===== config.mk =====
export PLATFORM = sky130hd
export DESIGN_NAME = exe_stage
export DESIGN_NICKNAME = d
export VERILOG_FILES = /design/src/rtl/exe_stage_pkg.sv /design/src/rtl/exe_stage_div_iter.sv /design/src/rtl/exe_stage.sv
export SDC_FILE = /design/constraint.sdc
export NUM_CORES = 2
export LEC_CHECK = 0
export BUFFER_PORTS_ARGS = -buffer_cell sky130_fd_sc_hd__buf_2
export CORE_UTILIZATION = 35
export CTS_BUF_LIST = sky130_fd_sc_hd__clkbuf_4
export CTS_CLUSTER_DIAMETER = 120
export DETAILED_ROUTE_END_ITERATION = 10
export PLACE_DENSITY = 0.58
export SYNTH_ARGS = -nofsm -noshare
export SYNTH_HDL_FRONTEND = slang
export SYNTH_SLANG_ARGS = --single-unit

===== constraint.sdc =====
create_clock -name i_clk -period 11.3 [get_ports i_clk]
set_clock_uncertainty 0.2 [all_clocks]
set_input_delay 0.565 -clock i_clk [delete_from_list [all_inputs] [get_ports i_clk]]
set_output_delay 0.565 -clock i_clk [all_outputs]
set_load 0.005 [all_outputs]

===== src/rtl/exe_stage_pkg.sv =====
// Shared bus layouts, alu_op bit indices and divider state encoding for the execute stage.
package exe_stage_pkg;
  localparam int DS_TO_ES_BUS_WD   = 165;
  localparam int ES_TO_MS_BUS_WD   = 77;
  localparam int ES_FWD_BLK_BUS_WD = 39;

  localparam int OP_ADD   = 0;
  localparam int OP_SUB   = 1;
  localparam int OP_SLT   = 2;
  localparam int OP_SLTU  = 3;
  localparam int OP_AND   = 4;
  localparam int OP_NOR   = 5;
  localparam int OP_OR    = 6;
  localparam int OP_XOR   = 7;
  localparam int OP_SLL   = 8;
  localparam int OP_SRL   = 9;
  localparam int OP_SRA   = 10;
  localparam int OP_LUI   = 11;
  localparam int OP_MUL   = 12;
  localparam int OP_MULH  = 13;
  localparam int OP_MULHU = 14;
  localparam int OP_DIV   = 15;
  localparam int OP_DIVU  = 16;
  localparam int OP_MOD   = 17;
  localparam int OP_MODU  = 18;

  // store_op one-hot bit positions
  localparam int ST_B = 0;
  localparam int ST_H = 1;
  localparam int ST_W = 2;

  typedef struct packed {
    logic [18:0] alu_op;
    logic        res_from_mul;
    logic [4:0]  load_op;
    logic [2:0]  store_op;
    logic        src1_is_pc;
    logic        src2_is_imm;
    logic        gr_we;
    logic        mem_we;
    logic [4:0]  dest;
    logic [31:0] imm;
    logic [31:0] rj_value;
    logic [31:0] rkd_value;
    logic [31:0] pc;
  } ds_to_es_t;

  typedef enum logic [1:0] {
    DIV_IDLE = 2'd0,
    DIV_CALC = 2'd1,
    DIV_DONE = 2'd2
  } div_state_t;
endpackage


===== src/rtl/exe_stage_div_iter.sv =====
// Radix-2 restoring divider: one quotient bit per cycle on magnitudes, sign fixups on the way out.
module div_iter
  import exe_stage_pkg::*;
#(
  parameter int W = 32
) (
  input  logic         i_clk,
  input  logic         i_resetn,
  input  logic         i_start,
  input  logic         i_ack,
  input  logic         i_signed,
  input  logic [W-1:0] i_x,
  input  logic [W-1:0] i_y,
  output logic         o_done,
  output logic [W-1:0] o_q,
  output logic [W-1:0] o_r
);
  localparam int CW = $clog2(W);
  localparam logic [CW-1:0] CNT_LAST = CW'(W - 1);

  div_state_t   r_state, w_state_next;
  logic [CW-1:0] r_cnt;
  logic [W-1:0] r_quo, r_rem, r_div;
  logic         r_neg_q, r_neg_r;
  logic [W-1:0] w_x_abs, w_y_abs;
  logic [W:0]   w_trial, w_diff;
  logic         w_ge;

  assign w_x_abs = (i_signed && i_x[W-1]) ? (~i_x + 1'b1) : i_x;
  assign w_y_abs = (i_signed && i_y[W-1]) ? (~i_y + 1'b1) : i_y;

  // Partial remainder stays below the divisor, so the top bit of the difference is a clean borrow flag.
  assign w_trial = {r_rem, r_quo[W-1]};
  assign w_diff  = w_trial - {1'b0, r_div};
  assign w_ge    = ~w_diff[W];

  always_ff @(posedge i_clk or negedge i_resetn) begin
    if (!i_resetn) r_state <= DIV_IDLE;
    else           r_state <= w_state_next;
  end

  always_comb begin
    w_state_next = r_state;
    case (r_state)
      DIV_IDLE: if (i_start)            w_state_next = DIV_CALC;
      DIV_CALC: if (r_cnt == CNT_LAST)  w_state_next = DIV_DONE;
      DIV_DONE: if (i_ack)              w_state_next = DIV_IDLE;
      default:                          w_state_next = DIV_IDLE;
    endcase
  end

  always_ff @(posedge i_clk or negedge i_resetn) begin
    if (!i_resetn) begin
      r_cnt   <= '0;
      r_quo   <= '0;
      r_rem   <= '0;
      r_div   <= '0;
      r_neg_q <= 1'b0;
      r_neg_r <= 1'b0;
    end else if (r_state == DIV_IDLE && i_start) begin
      r_cnt   <= '0;
      r_quo   <= w_x_abs;
      r_rem   <= '0;
      r_div   <= w_y_abs;
      r_neg_q <= i_signed && (i_x[W-1] ^ i_y[W-1]);
      r_neg_r <= i_signed && i_x[W-1];
    end else if (r_state == DIV_CALC) begin
      r_cnt <= r_cnt + 1'b1;
      r_quo <= {r_quo[W-2:0], w_ge};
      r_rem <= w_ge ? w_diff[W-1:0] : w_trial[W-1:0];
    end
  end

  assign o_done = (r_state == DIV_DONE);
  assign o_q    = r_neg_q ? (~r_quo + 1'b1) : r_quo;
  assign o_r    = r_neg_r ? (~r_rem + 1'b1) : r_rem;
endmodule


===== src/rtl/exe_stage.sv =====
// Execute stage: ALU, multiply, iterative divide, data-SRAM request and forward/block bus to decode.
module exe_stage
  import exe_stage_pkg::*;
#(
  parameter int DIV_W = 32
) (
  input  logic                         i_clk,
  input  logic                         i_resetn,
  input  logic                         i_ms_allowin,
  output logic                         o_es_allowin,
  input  logic                         i_ds_to_es_valid,
  input  logic [DS_TO_ES_BUS_WD-1:0]   i_ds_to_es_bus,
  output logic                         o_es_to_ms_valid,
  output logic [ES_TO_MS_BUS_WD-1:0]   o_es_to_ms_bus,
  output logic [ES_FWD_BLK_BUS_WD-1:0] o_es_fwd_blk_bus,
  output logic                         o_data_sram_en,
  output logic [3:0]                   o_data_sram_we,
  output logic [31:0]                  o_data_sram_addr,
  output logic [31:0]                  o_data_sram_wdata
);
  logic        r_es_valid;
  ds_to_es_t   r_bus;
  logic        w_ready_go, w_is_div, w_is_mod, w_div_signed, w_div_done, w_is_mul;
  logic        w_is_load, w_is_store, w_slt, w_sltu, w_fwd_we, w_blk_we;
  logic [31:0] w_src1, w_src2, w_alu_res, w_sra, w_mul_res, w_div_q, w_div_r;
  logic [31:0] w_es_result, w_addr;
  logic [63:0] w_mul_a, w_mul_b, w_prod;
  logic [3:0]  w_we;

  assign o_es_allowin     = !r_es_valid || (w_ready_go && i_ms_allowin);
  assign o_es_to_ms_valid = r_es_valid && w_ready_go;

  always_ff @(posedge i_clk or negedge i_resetn) begin
    if (!i_resetn) begin
      r_es_valid <= 1'b0;
      r_bus      <= '0;
    end else begin
      if (o_es_allowin)                    r_es_valid <= i_ds_to_es_valid;
      if (o_es_allowin && i_ds_to_es_valid) r_bus      <= i_ds_to_es_bus;
    end
  end

  assign w_src1 = r_bus.src1_is_pc  ? r_bus.pc  : r_bus.rj_value;
  assign w_src2 = r_bus.src2_is_imm ? r_bus.imm : r_bus.rkd_value;

  assign w_slt  = $signed(w_src1) < $signed(w_src2);
  assign w_sltu = w_src1 < w_src2;
  assign w_sra  = $unsigned($signed(w_src1) >>> w_src2[4:0]);

  assign w_alu_res = ({32{r_bus.alu_op[OP_ADD]}}  & (w_src1 + w_src2))
                   | ({32{r_bus.alu_op[OP_SUB]}}  & (w_src1 - w_src2))
                   | ({32{r_bus.alu_op[OP_SLT]}}  & {31'b0, w_slt})
                   | ({32{r_bus.alu_op[OP_SLTU]}} & {31'b0, w_sltu})
                   | ({32{r_bus.alu_op[OP_AND]}}  & (w_src1 & w_src2))
                   | ({32{r_bus.alu_op[OP_NOR]}}  & ~(w_src1 | w_src2))
                   | ({32{r_bus.alu_op[OP_OR]}}   & (w_src1 | w_src2))
                   | ({32{r_bus.alu_op[OP_XOR]}}  & (w_src1 ^ w_src2))
                   | ({32{r_bus.alu_op[OP_SLL]}}  & (w_src1 << w_src2[4:0]))
                   | ({32{r_bus.alu_op[OP_SRL]}}  & (w_src1 >> w_src2[4:0]))
                   | ({32{r_bus.alu_op[OP_SRA]}}  & w_sra)
                   | ({32{r_bus.alu_op[OP_LUI]}}  & w_src2);

  // 33-bit extended operands widened to 64; the low 64 product bits hold both high-word variants.
  assign w_mul_a   = {{32{!r_bus.alu_op[OP_MULHU] && w_src1[31]}}, w_src1};
  assign w_mul_b   = {{32{!r_bus.alu_op[OP_MULHU] && w_src2[31]}}, w_src2};
  assign w_prod    = w_mul_a * w_mul_b;
  assign w_mul_res = r_bus.alu_op[OP_MUL] ? w_prod[31:0] : w_prod[63:32];
  assign w_is_mul  = r_bus.res_from_mul || (|r_bus.alu_op[OP_MULHU:OP_MUL]);

  assign w_is_div     = r_bus.alu_op[OP_DIV] | r_bus.alu_op[OP_DIVU] | r_bus.alu_op[OP_MOD] | r_bus.alu_op[OP_MODU];
  assign w_is_mod     = r_bus.alu_op[OP_MOD] | r_bus.alu_op[OP_MODU];
  assign w_div_signed = r_bus.alu_op[OP_DIV] | r_bus.alu_op[OP_MOD];
  assign w_ready_go   = !w_is_div || w_div_done;

  div_iter #(.W(DIV_W)) u_div (
    .i_clk    (i_clk),
    .i_resetn (i_resetn),
    .i_start  (r_es_valid && w_is_div),
    .i_ack    (o_es_to_ms_valid && i_ms_allowin),
    .i_signed (w_div_signed),
    .i_x      (r_bus.rj_value),
    .i_y      (r_bus.rkd_value),
    .o_done   (w_div_done),
    .o_q      (w_div_q),
    .o_r      (w_div_r)
  );

  assign w_es_result = w_is_div ? (w_is_mod ? w_div_r : w_div_q)
                     : w_is_mul ? w_mul_res : w_alu_res;

  assign w_addr     = r_bus.rj_value + r_bus.imm;
  assign w_is_load  = |r_bus.load_op;
  assign w_is_store = r_bus.mem_we && (|r_bus.store_op);

  always_comb begin
    w_we = 4'b0000;
    if (r_es_valid && w_is_store) begin
      if (r_bus.store_op[ST_W])      w_we = 4'b1111;
      else if (r_bus.store_op[ST_H]) w_we = 4'b0011 << {w_addr[1], 1'b0};
      else                           w_we = 4'b0001 << w_addr[1:0];
    end
  end

  assign o_data_sram_en    = r_es_valid && (w_is_load || w_is_store) && i_ms_allowin;
  assign o_data_sram_we    = w_we;
  assign o_data_sram_addr  = w_addr;
  assign o_data_sram_wdata = r_bus.store_op[ST_B] ? {4{r_bus.rkd_value[7:0]}}
                           : r_bus.store_op[ST_H] ? {2{r_bus.rkd_value[15:0]}}
                           : r_bus.rkd_value;

  assign w_fwd_we = r_es_valid && r_bus.gr_we && !w_is_load && w_ready_go;
  assign w_blk_we = r_es_valid && r_bus.gr_we && (w_is_load || !w_ready_go);

  assign o_es_fwd_blk_bus = {w_fwd_we, w_blk_we, r_bus.dest, w_es_result};
  assign o_es_to_ms_bus   = {r_bus.load_op, r_bus.gr_we, r_bus.dest, w_addr[1:0], w_es_result, r_bus.pc};
endmodule


* After elaboration in Yosys (flattened, before gate mapping)
Cells that the tools add are included.
** Storage, ports and cells
- Register bits after elaboration :: 271
- Bits of input ports :: 169
- Output and inout bits :: 187
- Logic and storage cells :: 143
** Operators by class
- $add $sub $neg :: 9
- Multipliers :: 1
- Magnitude comparators :: 2
- Equality and inequality tests :: 6
- Shifts and indexed selects :: 5
- Muxes and demuxes :: 26
- Bitwise operators :: 38
- Reduce and logical (&&, ||, !) cells :: 35
** Operator list (number)
- 32-bit two-way mux :: 17
- 32-bit OR :: 12
- 32-bit AND :: 11
- 32-bit inverter :: 5
- 32-bit by 1-bit adder with 32-bit output, second input constant :: 4
- 32-bit adder :: 2
- 32-bit by 1-bit AND with 32-bit output :: 2
- 32-bit < comparator :: 2
- 33-bit by 33-bit multiplier with 64-bit output :: 1
- 33-bit by 32-bit subtractor with 33-bit output :: 1
- 32-bit by 5-bit left shift with 32-bit output :: 1
- 32-bit by 5-bit right shift with 32-bit output :: 1
- 32-bit by 5-bit >>> shifter with 32-bit output :: 1
- 32-bit subtractor :: 1
- 32-bit XOR :: 1
- 1-bit logical AND :: 19
- 4-bit two-way mux :: 3
- 5-bit two-way mux :: 2
- 2-bit two-way mux :: 3
- 2-bit by 1-bit inequality test with 1-bit output, second input constant :: 3
- 2-bit case mux with 3 select lines :: 1
- 3-bit OR reduction :: 2
- 5-bit by 1-bit adder with 5-bit output, second input constant :: 1
- 5-bit equality test, second input constant :: 1
- 13 further kinds :: 25

* Longest topological paths before layout
- Word-level depth :: 16
- Gate-level depth with buffers :: 40
- Gate-level depth less buffers :: 33

* Modules after synthesis
Synthesis repeated with hierarchy kept, for this count alone.
** Unflattened totals
- Cell total of the unflattened synthesis :: 7636
- Area total of the unflattened synthesis :: 65525.3 um^2
** By module, submodules not included
- exe_stage :: times used 1, cells an instance 6567, area an instance 56907.1 um^2, seq. area each 4154.0 um^2
- div_iter :: times used 1, cells an instance 1069, area an instance 8618.3 um^2, seq. area each 2627.5 um^2

* Worst setup path after synthesis
No wires, ideal clock.
- Path kind :: reg2out
- From :: register r_bus[135] (netlist bit)
- To :: output o_es_to_ms_bus[63]
- Arrival time :: 9.526 ns
- Required time :: 10.535 ns
- Path slack :: 1.009 ns
- Cell stages (with the launch flop) :: 35
- Buffers on the path :: 8
- Cell sequence :: dfrtp_1 > buf_2 > buf_1 > buf_1 > buf_2 > o21a_1 > buf_2 > buf_1 > nor2_1 > fa_1 > inv_1 > fa_1 > inv_1 > fa_1 > inv_1 > fa_1 > fa_1 > fa_1 > fa_1 > fa_1 > inv_1 > ha_1 > clkbuf_1 > a21oi_1 > o21ai_0 > a21oi_1 > o21ai_0 > a221o_1 > a21oi_1 > nand2_1 > nor2_1 > xnor2_1 > nor2_1 > o41ai_1 > buf_4
** Between the ends
- Cells in the longest elaborated chain, start to end :: 16
- Elaborated cells between the ends (all ways) :: 36
- Those cells by class :: add/sub (2); mul (1); shift (3); mux (4); bitwise (25); reduce/logical (1)
** Ends and longest elaborated chain
- from (decl) :: line exe_stage.sv:22 : ds_to_es_t r_bus;
- from (signal assigned) :: line exe_stage.sv:39 : if (o_es_allowin && i_ds_to_es_valid) r_bus <= i_ds_to_es_bus;
- 32-bit two-way mux * :: line exe_stage.sv:44 : assign w_src2 = r_bus.src2_is_imm ? r_bus.imm : r_bus.rkd_value;
- 32-bit adder / 32-bit subtractor (equally long branches) :: line exe_stage.sv:50, exe_stage.sv:51
- 32-bit AND (on tied branches) :: line exe_stage.sv:50, exe_stage.sv:51
- 32-bit OR :: line exe_stage.sv:51 : | ({32{r_bus.alu_op[OP_SUB]}} & (w_src1 - w_src2))
- 32-bit OR :: line exe_stage.sv:52 : | ({32{r_bus.alu_op[OP_SLT]}} & {31'b0, w_slt})
- 32-bit OR :: line exe_stage.sv:53 : | ({32{r_bus.alu_op[OP_SLTU]}} & {31'b0, w_sltu})
- 32-bit OR :: line exe_stage.sv:54 : | ({32{r_bus.alu_op[OP_AND]}} & (w_src1 & w_src2))
- 32-bit OR :: line exe_stage.sv:55 : | ({32{r_bus.alu_op[OP_NOR]}} & ~(w_src1 | w_src2))
- 32-bit OR :: line exe_stage.sv:56 : | ({32{r_bus.alu_op[OP_OR]}} & (w_src1 | w_src2))
- 32-bit OR :: line exe_stage.sv:57 : | ({32{r_bus.alu_op[OP_XOR]}} & (w_src1 ^ w_src2))
- 32-bit OR :: line exe_stage.sv:58 : | ({32{r_bus.alu_op[OP_SLL]}} & (w_src1 << w_src2[4:0]))
- 32-bit OR :: line exe_stage.sv:59 : | ({32{r_bus.alu_op[OP_SRL]}} & (w_src1 >> w_src2[4:0]))
- 32-bit OR :: line exe_stage.sv:60 : | ({32{r_bus.alu_op[OP_SRA]}} & w_sra)
- 32-bit OR :: line exe_stage.sv:61 : | ({32{r_bus.alu_op[OP_LUI]}} & w_src2);
- 32-bit two-way mux * :: line exe_stage.sv:89 : : w_is_mul ? w_mul_res : w_alu_res;
- 32-bit two-way mux * :: line exe_stage.sv:88 : assign w_es_result = w_is_div ? (w_is_mod ? w_div_r : w_div_q)
- to (decl) :: line exe_stage.sv:14 : output logic [ES_TO_MS_BUS_WD-1:0] o_es_to_ms_bus,
Mark *: on every way between the ends. The rest lies on a longest branch, timed or not.

* Worst setup path in the final report
- From :: register r_bus[135] (netlist bit)
- To :: output o_es_fwd_blk_bus[27]
** Between the ends
- Cells in the longest elaborated chain, start to end :: 16
- Elaborated cells between the ends (all ways) :: 36
- Those cells by class :: add/sub (2); mul (1); shift (3); mux (4); bitwise (25); reduce/logical (1)
** Ends and longest elaborated chain
- 32-bit two-way mux * :: line exe_stage.sv:44
- 32-bit adder / 32-bit subtractor (equally long branches) :: line exe_stage.sv:50, exe_stage.sv:51
- 32-bit AND (on tied branches) :: line exe_stage.sv:50, exe_stage.sv:51
- 32-bit OR :: line exe_stage.sv:51
- 32-bit OR :: line exe_stage.sv:52
- 32-bit OR :: line exe_stage.sv:53
- 32-bit OR :: line exe_stage.sv:54
- 32-bit OR :: line exe_stage.sv:55
- 32-bit OR :: line exe_stage.sv:56
- 32-bit OR :: line exe_stage.sv:57
- 32-bit OR :: line exe_stage.sv:58
- 32-bit OR :: line exe_stage.sv:59
- 32-bit OR :: line exe_stage.sv:60
- 32-bit OR :: line exe_stage.sv:61
- 32-bit two-way mux * :: line exe_stage.sv:89
- 32-bit two-way mux * :: line exe_stage.sv:88
- to (decl) :: line exe_stage.sv:15 : output logic [ES_FWD_BLK_BUS_WD-1:0] o_es_fwd_blk_bus,
Marked as above.

==> metrics.csv <==
metric,value,unit
final_antenna_net_count,0,
synth.yosys.warnings,0,
globalRouteTotalUtil,32.2,%
hold-path-cell-count,4,
final-max-slew-violation-count,0,
post_synth_fa_ha_maj_area_fraction,42.6,%
clockRootBuffer,sky130_fd_sc_hd__clkbuf_4,
r2r-end,u_div.r_rem[4],
worst_path_most_repeated_cell,sky130_fd_sc_hd__fa_1,
initial_util,35.4,%
synth_top_family_by_area,adder cells,
num_io_pins,356,
yosys_register_bits,271,
detail_route.wirelength,301000,um
critical_path_class,reg -> out,
gp_congestion,1.10,
grt_setup_unrepaired,yes,
n_fill_cell,18504,
post_synth_and_or_nand_nor_area_fraction,13.7,%
fp.dieArea,0.185,mm^2
yosysSeqAreaShare,10.6,%
synth_cell_types,92,
muxShareOfSynthArea,5.40,%
synth-xor-area-share,3.49,%
cts.path.max_buffers,3,
achievable-frequency,90.0,MHz
reg2regPathDepth,15,
grt_pass1_wl,430000,um
cts_buffers,78,
dp_hpwl,244000,um
whs_endpoint,r_bus[41],
layout_min_cycle_time,11110,ps
regArea,0.00679,mm^2
layout-area-overhead-vs-synth,14.2,%
num_vias,59766,
grt_max_degree,86,
cts_tree,yes,
synthesized_netlist_net_count,9264,
drc,0,
dieHeight,430,um
port_buffers,355,
worstPathArrival,10350,ps
post_synth_edffs,0,
core-area,0.182,mm^2
number_of_antenna_violations_at_the_first_check_in_global_routing,31,
row_count,156,
insertion_delay,910,ps
timing.max_cap.violations,0,
tcrit_tclk_final,98.4,%
cp.buffers_inverters,14,
setup.worst_path.end_class,output pin,
multi_input_area,0.0506,mm^2
grt-ovfl-total,0,
via_count_of_the_first_global_routing_pass,60001,
cp_max_fo,8,
first_iter_violations,6930,
finalSetupViolCount,0,
req_time_crit_path,10540,ps
critical_path.reg2reg.startpoint,u_div.r_quo[31],
worstHoldPathType,in -> reg,
detail_route.wl_per_cell,28.6,um
floorplan.die.width,430,um
slowest_stage,sky130_fd_sc_hd__dfrtp_4,
clk_transition_reported_paths,70,ps
synthesis.instances,7588,
worst_hold_startpoint,i_ds_to_es_bus[41],
cell_type_group_with_the_largest_total_delay_on_the_critical_path,adder cells,
setup.worst_path.start_class,flip-flop,
synth-async-reset-ratio,100,%
worst_path_largest_cell_delay,560,ps
synth_compound_gate_area_share,12.9,%
final_util,40.4,%
cts_htree_levels,3,
slew-limit-headroom,10.6,%
clock_sink_count,271,
drive_gt1_share,15.0,%
syn-cell-area,0.0642,mm^2
drt_pre_antenna_iters,6,
run_status,"finished, final reports clean",
avgViaCountPerCell,5.68,
worst-r2r-setup-slack,6140,ps
hold_fails_final_rpt,0,
synth_ff_type,sky130_fd_sc_hd__dfrtp_1,
avgSynthCellArea,8.46,um^2
num-nets-final,9752,
worst_slew_pin_slew,1330,ps
==> layer usage <==
layer | routed length (um) | GRT usage, %
met1 | 122000 | 43.1
met2 | 128000 | 47.8
met4 | 22800 | 19.8
met5 | 213 | 0
met3 | 27700 | 6.68
==> how the worst max path moves through the flow <==
stage                           from                   end  depth (start not counted)
after floorplan           r_bus[135]    o_es_to_ms_bus[63]                         34
after global placement    r_bus[136]   o_es_fwd_blk_bus[7]                         31
after detailed placement  r_bus[136]    o_es_to_ms_bus[47]                         32
after CTS                 r_bus[135]    o_es_to_ms_bus[47]                         32
after global routing      r_bus[135]  o_es_fwd_blk_bus[26]                         36
final                     r_bus[135]  o_es_fwd_blk_bus[27]                         37
==> kinds of logic after synthesis <==
kind of cell	Yosys count
simple gates	2104
buf+inv	1836
fa+ha+maj	1507
compound gates	1304
mux	310
flops	271
xor+xnor	256
==> cell usage after synthesis, types with 57 or more instances <==
| master | count | share of area (%) |
|---|---|---|
| sky130_fd_sc_hd__mux2_2 | 163 | 2.9 |
| sky130_fd_sc_hd__a21oi_1 | 323 | 2.5 |
| sky130_fd_sc_hd__buf_4 | 97 | 1.1 |
| sky130_fd_sc_hd__xnor2_1 | 163 | 2.2 |
| sky130_fd_sc_hd__mux2i_1 | 124 | 1.9 |
| sky130_fd_sc_hd__nor3_1 | 78 | 0.61 |
| sky130_fd_sc_hd__buf_1 | 57 | 0.33 |
| sky130_fd_sc_hd__a21o_1 | 76 | 0.89 |
| sky130_fd_sc_hd__ha_1 | 378 | 7.4 |
| sky130_fd_sc_hd__clkbuf_1 | 333 | 1.9 |
| sky130_fd_sc_hd__dfrtp_1 | 271 | 11 |
| sky130_fd_sc_hd__fa_1 | 1129 | 35 |
| sky130_fd_sc_hd__nand3_1 | 104 | 0.81 |
| sky130_fd_sc_hd__xor2_1 | 93 | 1.3 |
| sky130_fd_sc_hd__nor2_1 | 618 | 3.6 |
| sky130_fd_sc_hd__a22oi_1 | 57 | 0.67 |
| sky130_fd_sc_hd__o21ai_0 | 328 | 2.6 |
| sky130_fd_sc_hd__inv_1 | 1294 | 7.6 |
| sky130_fd_sc_hd__nand2_1 | 1073 | 6.3 |
==> stage by stage <==
step                instance area (um^2)  std cells  hold WS [ps]  TNS (ps)  setup slack (ps)
global placement                   69500      10136           267         0               138
finish                             73300      10515           210         0               185
floorplan                          64200       7588          69.4         0              1010
global route                       73300      10500           168      -454             -61.4
CTS                                72700      10473           137     -12.4             -6.34
detailed placement                 69500      10136           271         0              83.7
==> area by class of cell <==
| cell class | instances | area share [%] |
|---|---|---|
| multi-input cells | 5481 | 69.0 |
| repair buffers | 926 | 9.45 |
| flip-flops and latches | 271 | 9.26 |
| inverters | 1318 | 6.88 |
| well taps | 2370 | 4.04 |
| clock buffers | 112 | 1.15 |
| clock inverters | 18 | 0.128 |
| diodes | 19 | 0.0648 |
==> sequential cells by signal, summed over array words and instances, names as in the netlist <==
register          flops
u_div.r_neg_q         1
o_es_to_ms_bus       38
u_div.r_rem          32
u_div.r_quo          32
u_div.r_neg_r         1
u_div.r_cnt           5
r_bus               122
u_div.r_div          32
r_es_valid            1
o_es_fwd_blk_bus      5
u_div.r_state         2
==> timing repair <==
action | in CTS | in global routing
gates resized for setup | 60 | 79
hold buffers | 171 | 0
setup buffers | 36 | 23
pin swaps | 1 | 9
endpoints found under the setup margin | 64 | 52
cloned | 0 | 0
endpoints found under the hold margin | 240 | 0
==> cells in the final DEF (no fill, tap or decap), types with 160 or more instances in the layout <==
master	Yosys	final
sky130_fd_sc_hd__inv_1	1294	1273
sky130_fd_sc_hd__o21ai_0	328	319
sky130_fd_sc_hd__dfrtp_1	271	269
sky130_fd_sc_hd__nor2_1	618	613
sky130_fd_sc_hd__buf_4	97	349
sky130_fd_sc_hd__buf_2	26	354
sky130_fd_sc_hd__xnor2_1	163	160
sky130_fd_sc_hd__nand2_1	1073	1073
sky130_fd_sc_hd__fa_1	1129	1126
sky130_fd_sc_hd__dlygate4sd3_1	0	171
sky130_fd_sc_hd__mux2_2	163	163
sky130_fd_sc_hd__ha_1	378	366
sky130_fd_sc_hd__a21oi_1	323	316
==> worst register-to-register path, stage by stage (launching register included) <==
cell,delay [ps]
sky130_fd_sc_hd__dfrtp_1,410
sky130_fd_sc_hd__inv_1,180
sky130_fd_sc_hd__ha_1,200
sky130_fd_sc_hd__inv_1,50
sky130_fd_sc_hd__fa_1,420
sky130_fd_sc_hd__a211oi_1,320
sky130_fd_sc_hd__o21ai_1,120
sky130_fd_sc_hd__a21o_1,200
sky130_fd_sc_hd__o31a_1,290
sky130_fd_sc_hd__o311a_1,390
sky130_fd_sc_hd__o21ai_1,250
sky130_fd_sc_hd__a31oi_1,250
sky130_fd_sc_hd__o311ai_4,790
sky130_fd_sc_hd__buf_4,480
sky130_fd_sc_hd__nor2_1,180
sky130_fd_sc_hd__a221o_1,340
Power is not shown: default switching activity piles up to over one toggle a cycle in this logic, so the estimate is an artifact.
